--- config.mk ---
export PLATFORM = sky130hd
export DESIGN_NAME = fifo_uart_tx
export DESIGN_NICKNAME = d
export VERILOG_FILES = /design/src/rtl/fifo_uart_pkg.sv /design/src/rtl/uart_baud_tick.sv /design/src/rtl/fifo_uart_tx.sv
export SDC_FILE = /design/constraint.sdc
export NUM_CORES = 1
export LEC_CHECK = 0
export CORE_MARGIN = 5
export CORE_UTILIZATION = 51
export DETAILED_ROUTE_END_ITERATION = 10
export PLACE_DENSITY = 0.77
export SKIP_CTS_REPAIR_TIMING = 1
export SLEW_MARGIN = 20
export SYNTH_ARGS = -nofsm -noshare
export SYNTH_HDL_FRONTEND = slang
export SYNTH_SLANG_ARGS = --single-unit
export TNS_END_PERCENT = 100
--- constraint.sdc ---
create_clock -name clk -period 2.1 [get_ports clk]
set_input_delay 0.315 -clock clk [delete_from_list [all_inputs] [get_ports clk]]
set_output_delay 0.315 -clock clk [all_outputs]
set_load 0.005 [all_outputs]
--- src/rtl/fifo_uart_pkg.sv ---
// Shared types and constants for the FIFO-draining UART transmitter.
// Contents: frame-state encoding, data width, and a helper that sizes the bit-period counter.
package fifo_uart_pkg;

    localparam int unsigned DATA_BITS = 8;

    typedef enum logic [2:0] {
        IDLE   = 3'd0,
        START  = 3'd1,
        DATA   = 3'd2,
        PARITY = 3'd3,
        STOP   = 3'd4
    } uart_state_e;

    // Counter width for a 0..clks-1 count; never narrower than one bit.
    function automatic int unsigned cnt_width(input int unsigned clks);
        return (clks > 2) ? $clog2(clks) : 1;
    endfunction

endpackage

--- src/rtl/uart_baud_tick.sv ---
// Bit-period timer: counts clk cycles within one serial bit.
// Ports:
//   clk, rst_n   - clock, async active-low reset
//   restart_i    - hold the count at zero (asserted while the line is idle)
//   bit_end_c_o  - combinational, high on the last cycle of each bit period
module uart_baud_tick
    import fifo_uart_pkg::*;
#(
    parameter int unsigned CLKS_PER_BIT = 4
) (
    input  logic clk,
    input  logic rst_n,
    input  logic restart_i,
    output logic bit_end_c_o
);

    localparam int unsigned    CNT_W    = cnt_width(CLKS_PER_BIT);
    localparam logic [CNT_W-1:0] CNT_LAST = CNT_W'(CLKS_PER_BIT - 1);

    logic [CNT_W-1:0] cnt_q;
    logic [CNT_W-1:0] cnt_d;

    assign bit_end_c_o = (cnt_q == CNT_LAST);

    // Wrap at the end of each bit so consecutive bits need no reload.
    always_comb begin
        cnt_d = cnt_q + CNT_W'(1);
        if (restart_i || bit_end_c_o) begin
            cnt_d = '0;
        end
    end

    always_ff @(posedge clk or negedge rst_n) begin
        if (!rst_n) begin
            cnt_q <= '0;
        end else begin
            cnt_q <= cnt_d;
        end
    end

endmodule

--- src/rtl/fifo_uart_tx.sv ---
// Drains a first-word-fall-through FIFO and serializes each byte as a UART frame:
// start bit, 8 data bits LSB first, optional even parity, one stop bit.
// Ports:
//   clk, rst_n    - clock, async active-low reset
//   ena           - allows new frames to start (a running frame always completes)
//   fifo_empty    - FIFO empty flag
//   fifo_rd_data  - FIFO head byte, valid while fifo_empty is low
//   fifo_rd_en    - one-cycle pop strobe (combinational from registered state)
//   tx            - serial line, idle high
//   busy          - high while a frame is in progress
//   frame_done    - one-cycle pulse on the last cycle of the stop bit
module fifo_uart_tx
    import fifo_uart_pkg::*;
#(
    parameter int unsigned CLKS_PER_BIT = 4,
    parameter bit          PARITY_EN    = 1'b0
) (
    input  logic                 clk,
    input  logic                 rst_n,
    input  logic                 ena,
    input  logic                 fifo_empty,
    input  logic [DATA_BITS-1:0] fifo_rd_data,
    output logic                 fifo_rd_en,
    output logic                 tx,
    output logic                 busy,
    output logic                 frame_done
);

    localparam int unsigned BIT_CNT_W = $clog2(DATA_BITS);
    localparam logic [BIT_CNT_W-1:0] BIT_LAST = BIT_CNT_W'(DATA_BITS - 1);

    uart_state_e            state_q;
    logic [DATA_BITS-1:0]   shift_q;
    logic [BIT_CNT_W-1:0]   bit_cnt_q;
    logic                   parity_q;
    logic                   tx_q;
    logic                   busy_q;
    logic                   bit_end;
    logic                   pop;

    uart_baud_tick #(
        .CLKS_PER_BIT (CLKS_PER_BIT)
    ) u_tick (
        .clk         (clk),
        .rst_n       (rst_n),
        .restart_i   (state_q == IDLE),
        .bit_end_c_o (bit_end)
    );

    // Pop from idle, or on the final stop cycle for gap-free back-to-back frames.
    // rst_n gating keeps the strobe low while reset is held with the FIFO non-empty.
    assign pop = rst_n && ena && !fifo_empty &&
                 ((state_q == IDLE) || ((state_q == STOP) && bit_end));

    assign fifo_rd_en = pop;
    assign frame_done = (state_q == STOP) && bit_end;
    assign tx         = tx_q;
    assign busy       = busy_q;

    // Frame sequencer; tx_q is loaded with the level of the bit being entered.
    always_ff @(posedge clk or negedge rst_n) begin
        if (!rst_n) begin
            state_q   <= IDLE;
            shift_q   <= '0;
            bit_cnt_q <= '0;
            parity_q  <= 1'b0;
            tx_q      <= 1'b1;
            busy_q    <= 1'b0;
        end else if (pop) begin
            shift_q   <= fifo_rd_data;
            parity_q  <= ^fifo_rd_data;
            bit_cnt_q <= '0;
            state_q   <= START;
            tx_q      <= 1'b0;
            busy_q    <= 1'b1;
        end else begin
            case (state_q)
                IDLE: begin
                    tx_q   <= 1'b1;
                    busy_q <= 1'b0;
                end
                START: begin
                    if (bit_end) begin
                        state_q <= DATA;
                        tx_q    <= shift_q[0];
                    end
                end
                DATA: begin
                    if (bit_end) begin
                        shift_q <= shift_q >> 1;
                        if (bit_cnt_q == BIT_LAST) begin
                            bit_cnt_q <= '0;
                            if (PARITY_EN) begin
                                state_q <= PARITY;
                                tx_q    <= parity_q;
                            end else begin
                                state_q <= STOP;
                                tx_q    <= 1'b1;
                            end
                        end else begin
                            bit_cnt_q <= bit_cnt_q + BIT_CNT_W'(1);
                            tx_q      <= shift_q[1];
                        end
                    end
                end
                PARITY: begin
                    if (bit_end) begin
                        state_q <= STOP;
                        tx_q    <= 1'b1;
                    end
                end
                STOP: begin
                    if (bit_end) begin
                        state_q <= IDLE;
                        tx_q    <= 1'b1;
                        busy_q  <= 1'b0;
                    end
                end
                default: begin
                    state_q <= IDLE;
                    tx_q    <= 1'b1;
                    busy_q  <= 1'b0;
                end
            endcase
        end
    end

endmodule

==> Word level (Yosys, flattened, before mapping) <==
Cells that the tools add are included.
{ "classes": {"addsub": 2, "eq_ne": 14, "n_mux": 24, "n_reduce_logical": 16} }
{ "op_table": {"columns": ["cell", "count"], "rows": [
  ["3-bit 2-to-1 mux", 10],
  ["8-bit 2-to-1 mux", 3],
  ["3-bit != test, second input constant", 5],
  ["3-bit one-hot mux with 5 select lines", 1],
  ["1-bit 2-to-1 mux", 7],
  ["3-bit by 2-bit == test with 1-bit output, second input constant", 2],
  ["3-bit == test, second input constant", 2],
  ["6-bit AND reduction", 1],
  ["1-bit logical AND", 4],
  ["2-bit AND reduction", 2],
  ["2-bit nonzero test", 2],
  ["3-bit by 1-bit adder with 3-bit output, second input constant", 1],
  ["3-bit by 1-bit == test with 1-bit output, second input constant", 1],
  ["3-bit logical NOT", 1],
  ["3-bit by 1-bit != test with 1-bit output, second input constant", 1],
  ["1-bit one-hot mux with 3 select lines", 1],
  ["3-bit AND reduction", 1],
  ["3-bit OR reduction", 1],
  ["2-bit by 1-bit adder with 2-bit output, second input constant", 1],
  ["2-bit == test, second input constant", 1],
  ["1-bit logical OR", 2],
  ["2-bit 2-to-1 mux", 1],
  ["2-bit by 1-bit != test with 1-bit output, second input constant", 1],
  ["2-bit != test, second input constant", 1],
  ["other kinds (3)", 3]
]} }
{ "word_totals": {"register_bits": 18, "input_bits": 12} }

==> Depth between registers and ports, before layout <==
{ "depth": {"depth_word": 6, "ltp_mapped": 5, "mapped_depth_nobuf": 5} }

==> Hierarchy <==
A second synthesis with hierarchy kept.
{ "hier_totals": {"hier_cells": 86, "area_unflattened_um2": 999.7} }
{ "modules_own_cells": {"columns": ["module", "instances", "cells_per_inst", "area_each_um2"], "rows": [
  ["fifo_uart_tx", 1, 81, 914.6],
  ["uart_baud_tick", 1, 5, 85.1]
]} }

==> Worst setup path after synthesis <==
OpenSTA, ideal clock, no wires.
{ "synth_timing": {"path_type": "reg-to-reg", "start": "reg u_tick.cnt_q[0]", "end": "reg shift_q[5]", "t_arrival_ns": 1.659, "t_required_ns": 1.972, "path_slack_ns": 0.313, "path_stages_with_launch": 6, "path_buffers": 1, "cell_sequence": "dfrtp_1 > ha_1 > nor4bb_4 > buf_6 > mux2_1 > mux2_1"} }
{ "synth_between": {"elab_chain_cells": 6} }
{ "synth_lines": {"columns": ["item", "line", "source"], "rows": [
  ["start, declared", "uart_baud_tick.sv:20", "logic [CNT_W-1:0] cnt_q;"],
  ["start signal, assigned", "uart_baud_tick.sv:37", "cnt_q <= cnt_d;"],
  ["2-bit == test *", "uart_baud_tick.sv:23", "assign bit_end_c_o = (cnt_q == CNT_LAST);"],
  ["1-bit logical AND", "fifo_uart_tx.sv:53", "((state_q == IDLE) || ((state_q == STOP) && bit_end));"],
  ["1-bit logical OR", "fifo_uart_tx.sv:53", null],
  ["1-bit logical AND", "fifo_uart_tx.sv:52", "assign pop = rst_n && ena && !fifo_empty &&"],
  ["2-bit nonzero test (no line)", null, null],
  ["2-bit AND reduction (no line)", null, null],
  ["end signal, assigned", "fifo_uart_tx.sv:70", "shift_q <= fifo_rd_data;"],
  ["end signal, assigned", "fifo_uart_tx.sv:90", "shift_q <= shift_q >> 1;"],
  ["end, declared", "fifo_uart_tx.sv:33", "logic [DATA_BITS-1:0] shift_q;"]
]} }
Every way passes the cells marked *; elsewhere a longest branch is shown, timed or not.
A chain may end at the register's enable or synchronous reset.

==> Final worst setup path <==
{ "layout_timing": {"start": "reg u_tick.cnt_q[0]", "end": "out fifo_rd_en"} }
{ "layout_between": {"elab_chain_cells": 4} }
{ "layout_lines": {"columns": ["item", "line", "source"], "rows": [
  ["2-bit == test", "uart_baud_tick.sv:23", null],
  ["1-bit logical AND", "fifo_uart_tx.sv:53", null],
  ["1-bit logical OR", "fifo_uart_tx.sv:53", null],
  ["1-bit logical AND", "fifo_uart_tx.sv:52", null],
  ["end, declared", "fifo_uart_tx.sv:23", "output logic fifo_rd_en,"]
]} }
No other way between the ends.

==> run metrics <==
Avg Vias per Cell 5.77; CP startpoint u_tick.cnt_q[0]$_DFF_PN0_; FF-to-FF End shift_q[5]$_DFFE_PN0P_; Worst EP arrival 1.69 ns; PD cells 1150 mW/mm2; root buffer cell clkbuf_4; post-synth top area share 43.6%; worst-margin pin slew 0.387 ns; worst hold-check path type primary input to asynchronous set/reset pin; CTS sink cnt 18; CTS tree yes; Yosys cell types 40; Worst path slowest cell clkdlybuf4s50_1; share of synthesized registers carrying an async set or reset 100%; post-route setup slack 0.0958 ns; WP data required 1.78 ns; max cap viols 0; most frequent cell after synthesis dfrtp_1; Port Buf Inserts 15; Post-DRT Antenna Nets 0; Post-Syn Instances 82; Die Ht 53.7 um; Max stage delay on crit path 0.50 ns; largest net degree at the start of global routing 19; Worst-Skew Late Latency 0.30 ns; Mapped Area 975 um2; GR Overflow Total 0; Worst-path clk slew 0.10 ns; Worst R2R Path Depth 4; crit-path leading delay family buffers and inverters; min Tclk post-route 2.00 ns; vias 738; layout cells sized above 1 28.2%; Final GP Congestion 0.833; critical-path maximum fanout 5; io pins 16; RSZ-0062 raised after global routing false; clock skew 0.000661 ns; drt wl/cell 14.9 um; DP HPWL 1350 um; worst r2r src u_tick.cnt_q[0]$_DFF_PN0_; crit path buf inv count 2; DRT Wirelength 1900 um; pre-CTS worst setup slack 0.0919 ns; DRC viols 0; Top FF cell, synth dfrtp_1; CP Depth 5; Sequential Area 453 um2; post-synth top area cell dfrtp_1; detailed router's first-iteration violation count 15; Post-synth top cells dfrtp_1, mux2i_1, mux2_2, nor2_1, o21ai_0; number of fillers in the final layout 141; DIE WIDTH 53.7 um; Setup crit end fifo_rd_en; synthesized flop and latch total 18; drt pass-1 iters 4; area of the multi-input gates 488 um2; clk buf depth 2; Syn Area/Cell 11.9 um2; Setup-failing EPs final 0; starting density of the core 55.2%; Critical Path End Type primary output; Core Area 0.00176 mm2; syn_nets 97; Seq/Total Area, Yosys 46.3%; CTS H-tree lvls 1; Setup CP Type flip-flop to primary output; Lkg Pwr 0.000528 uW; ant diodes 0; yosys warns 0; fin nets 119; slew margin rel. 74.2%; number of global-route vias before repair 722; initial antenna violation count 0; critical path cell sequence ha_2, nand2b_4, nand3_2, inv_2, clkdlybuf4s50_1; flop2flop setup slack 0.33 ns; total die area 0.00289 mm2; fmax 499 MHz; Final Hold Viols 0; Post-synth EDFFs 0; Tot Pwr 1410 uW; status complete, no violations; Tot GR Track Use 15.7%; cts bufs inserted 3; Worst Setup Start Kind flip-flop; Max VDD drop 0.717 mV; synth-to-layout area growth 25.8%; largest cells by area after synthesis dfrtp_1, mux2i_1, mux2_2; Tcrit/Tclk final 95.4%; Slew Viols, Final 0; first-pass GRT wire length 3200 um; row cnt 15
[layout by cell type (no fill, tap or decap), types with 2 or more instances in the layout]
cell,instances
mux2i_1,6
mux2_1,3
mux2_2,5
dfrtp_1,16
nor2b_1,3
a21oi_1,2
clkdlybuf4s50_1,15
o21ai_0,4
nand4_1,2
nor2_1,5
inv_1,2
ha_1,2
buf_4,6
clkbuf_4,3
[layout make-up]
cell class | count | share of cell area [%]
Clock buffer | 4 | 2.96
Inverter | 3 | 0.918
Timing Repair Buffer | 22 | 16.8
Multi-Input combinational cell | 56 | 39.8
Sequential cell | 18 | 36.9
Tap cell | 25 | 2.55
[state kept, by name, indices dropped and copies added (netlist names)]
register      cells
shift_q           8
tx                1
bit_cnt_q         3
state_q           3
busy              1
u_tick.cnt_q      2
[worst min path at each step]
stage,cells after the start,slack [ns],endpoint,from
3_3_place_gp,1,0.43,u_tick.cnt_q[0]$_DFF_PN0_,u_tick.cnt_q[0]$_DFF_PN0_
5_1_grt,2,0.39,busy$_DFFE_PN0P_,rst_n
2_1_floorplan,0,0.02,bit_cnt_q[0]$_DFFE_PN0P_,rst_n
3_5_place_dp,1,0.43,u_tick.cnt_q[0]$_DFF_PN0_,u_tick.cnt_q[0]$_DFF_PN0_
4_1_cts,2,0.37,shift_q[2]$_DFFE_PN0P_,rst_n
6_report,2,0.37,u_tick.cnt_q[1]$_DFF_PN0_,rst_n
[cells by family after synthesis]
family	Yosys count	share of synthesized area, %
DFF	18	46.3
buffers and inverters	8	5.13
adders and majority gates	3	3.85
muxes	15	16.9
and+or+nand+nor	23	16.8
AOI/OAI and AO/OA	15	10.9
[where the power goes]
group          leakage (uW)  total (uW)  internal, uW  switching, uW
sequential         0.000223         649           513            136
clock             0.0000210         218           106            112
combinational      0.000284         541           312            229
[through the flow]
stage | hold slack (ns) | cells | area (um2) | utilization (%) | TNS [ns]
floorplan | 0.0194 | 82 | 975 | - | 0
global placement | 0.426 | 124 | 1170 | 66.3 | 0
detailed placement | 0.433 | 124 | 1170 | 66.3 | 0
CTS | 0.370 | 128 | 1210 | 68.4 | -0.0714
global route | 0.386 | 128 | 1230 | 69.5 | 0
finish | 0.367 | 128 | 1230 | 69.5 | 0
[routing by layer]
metal	track usage (%)	wire, um
met3	3.32	85
met1	20.5	859
met5	0	0
met4	7.66	37
met2	24.6	922
Power figures use the tool's default switching activity.
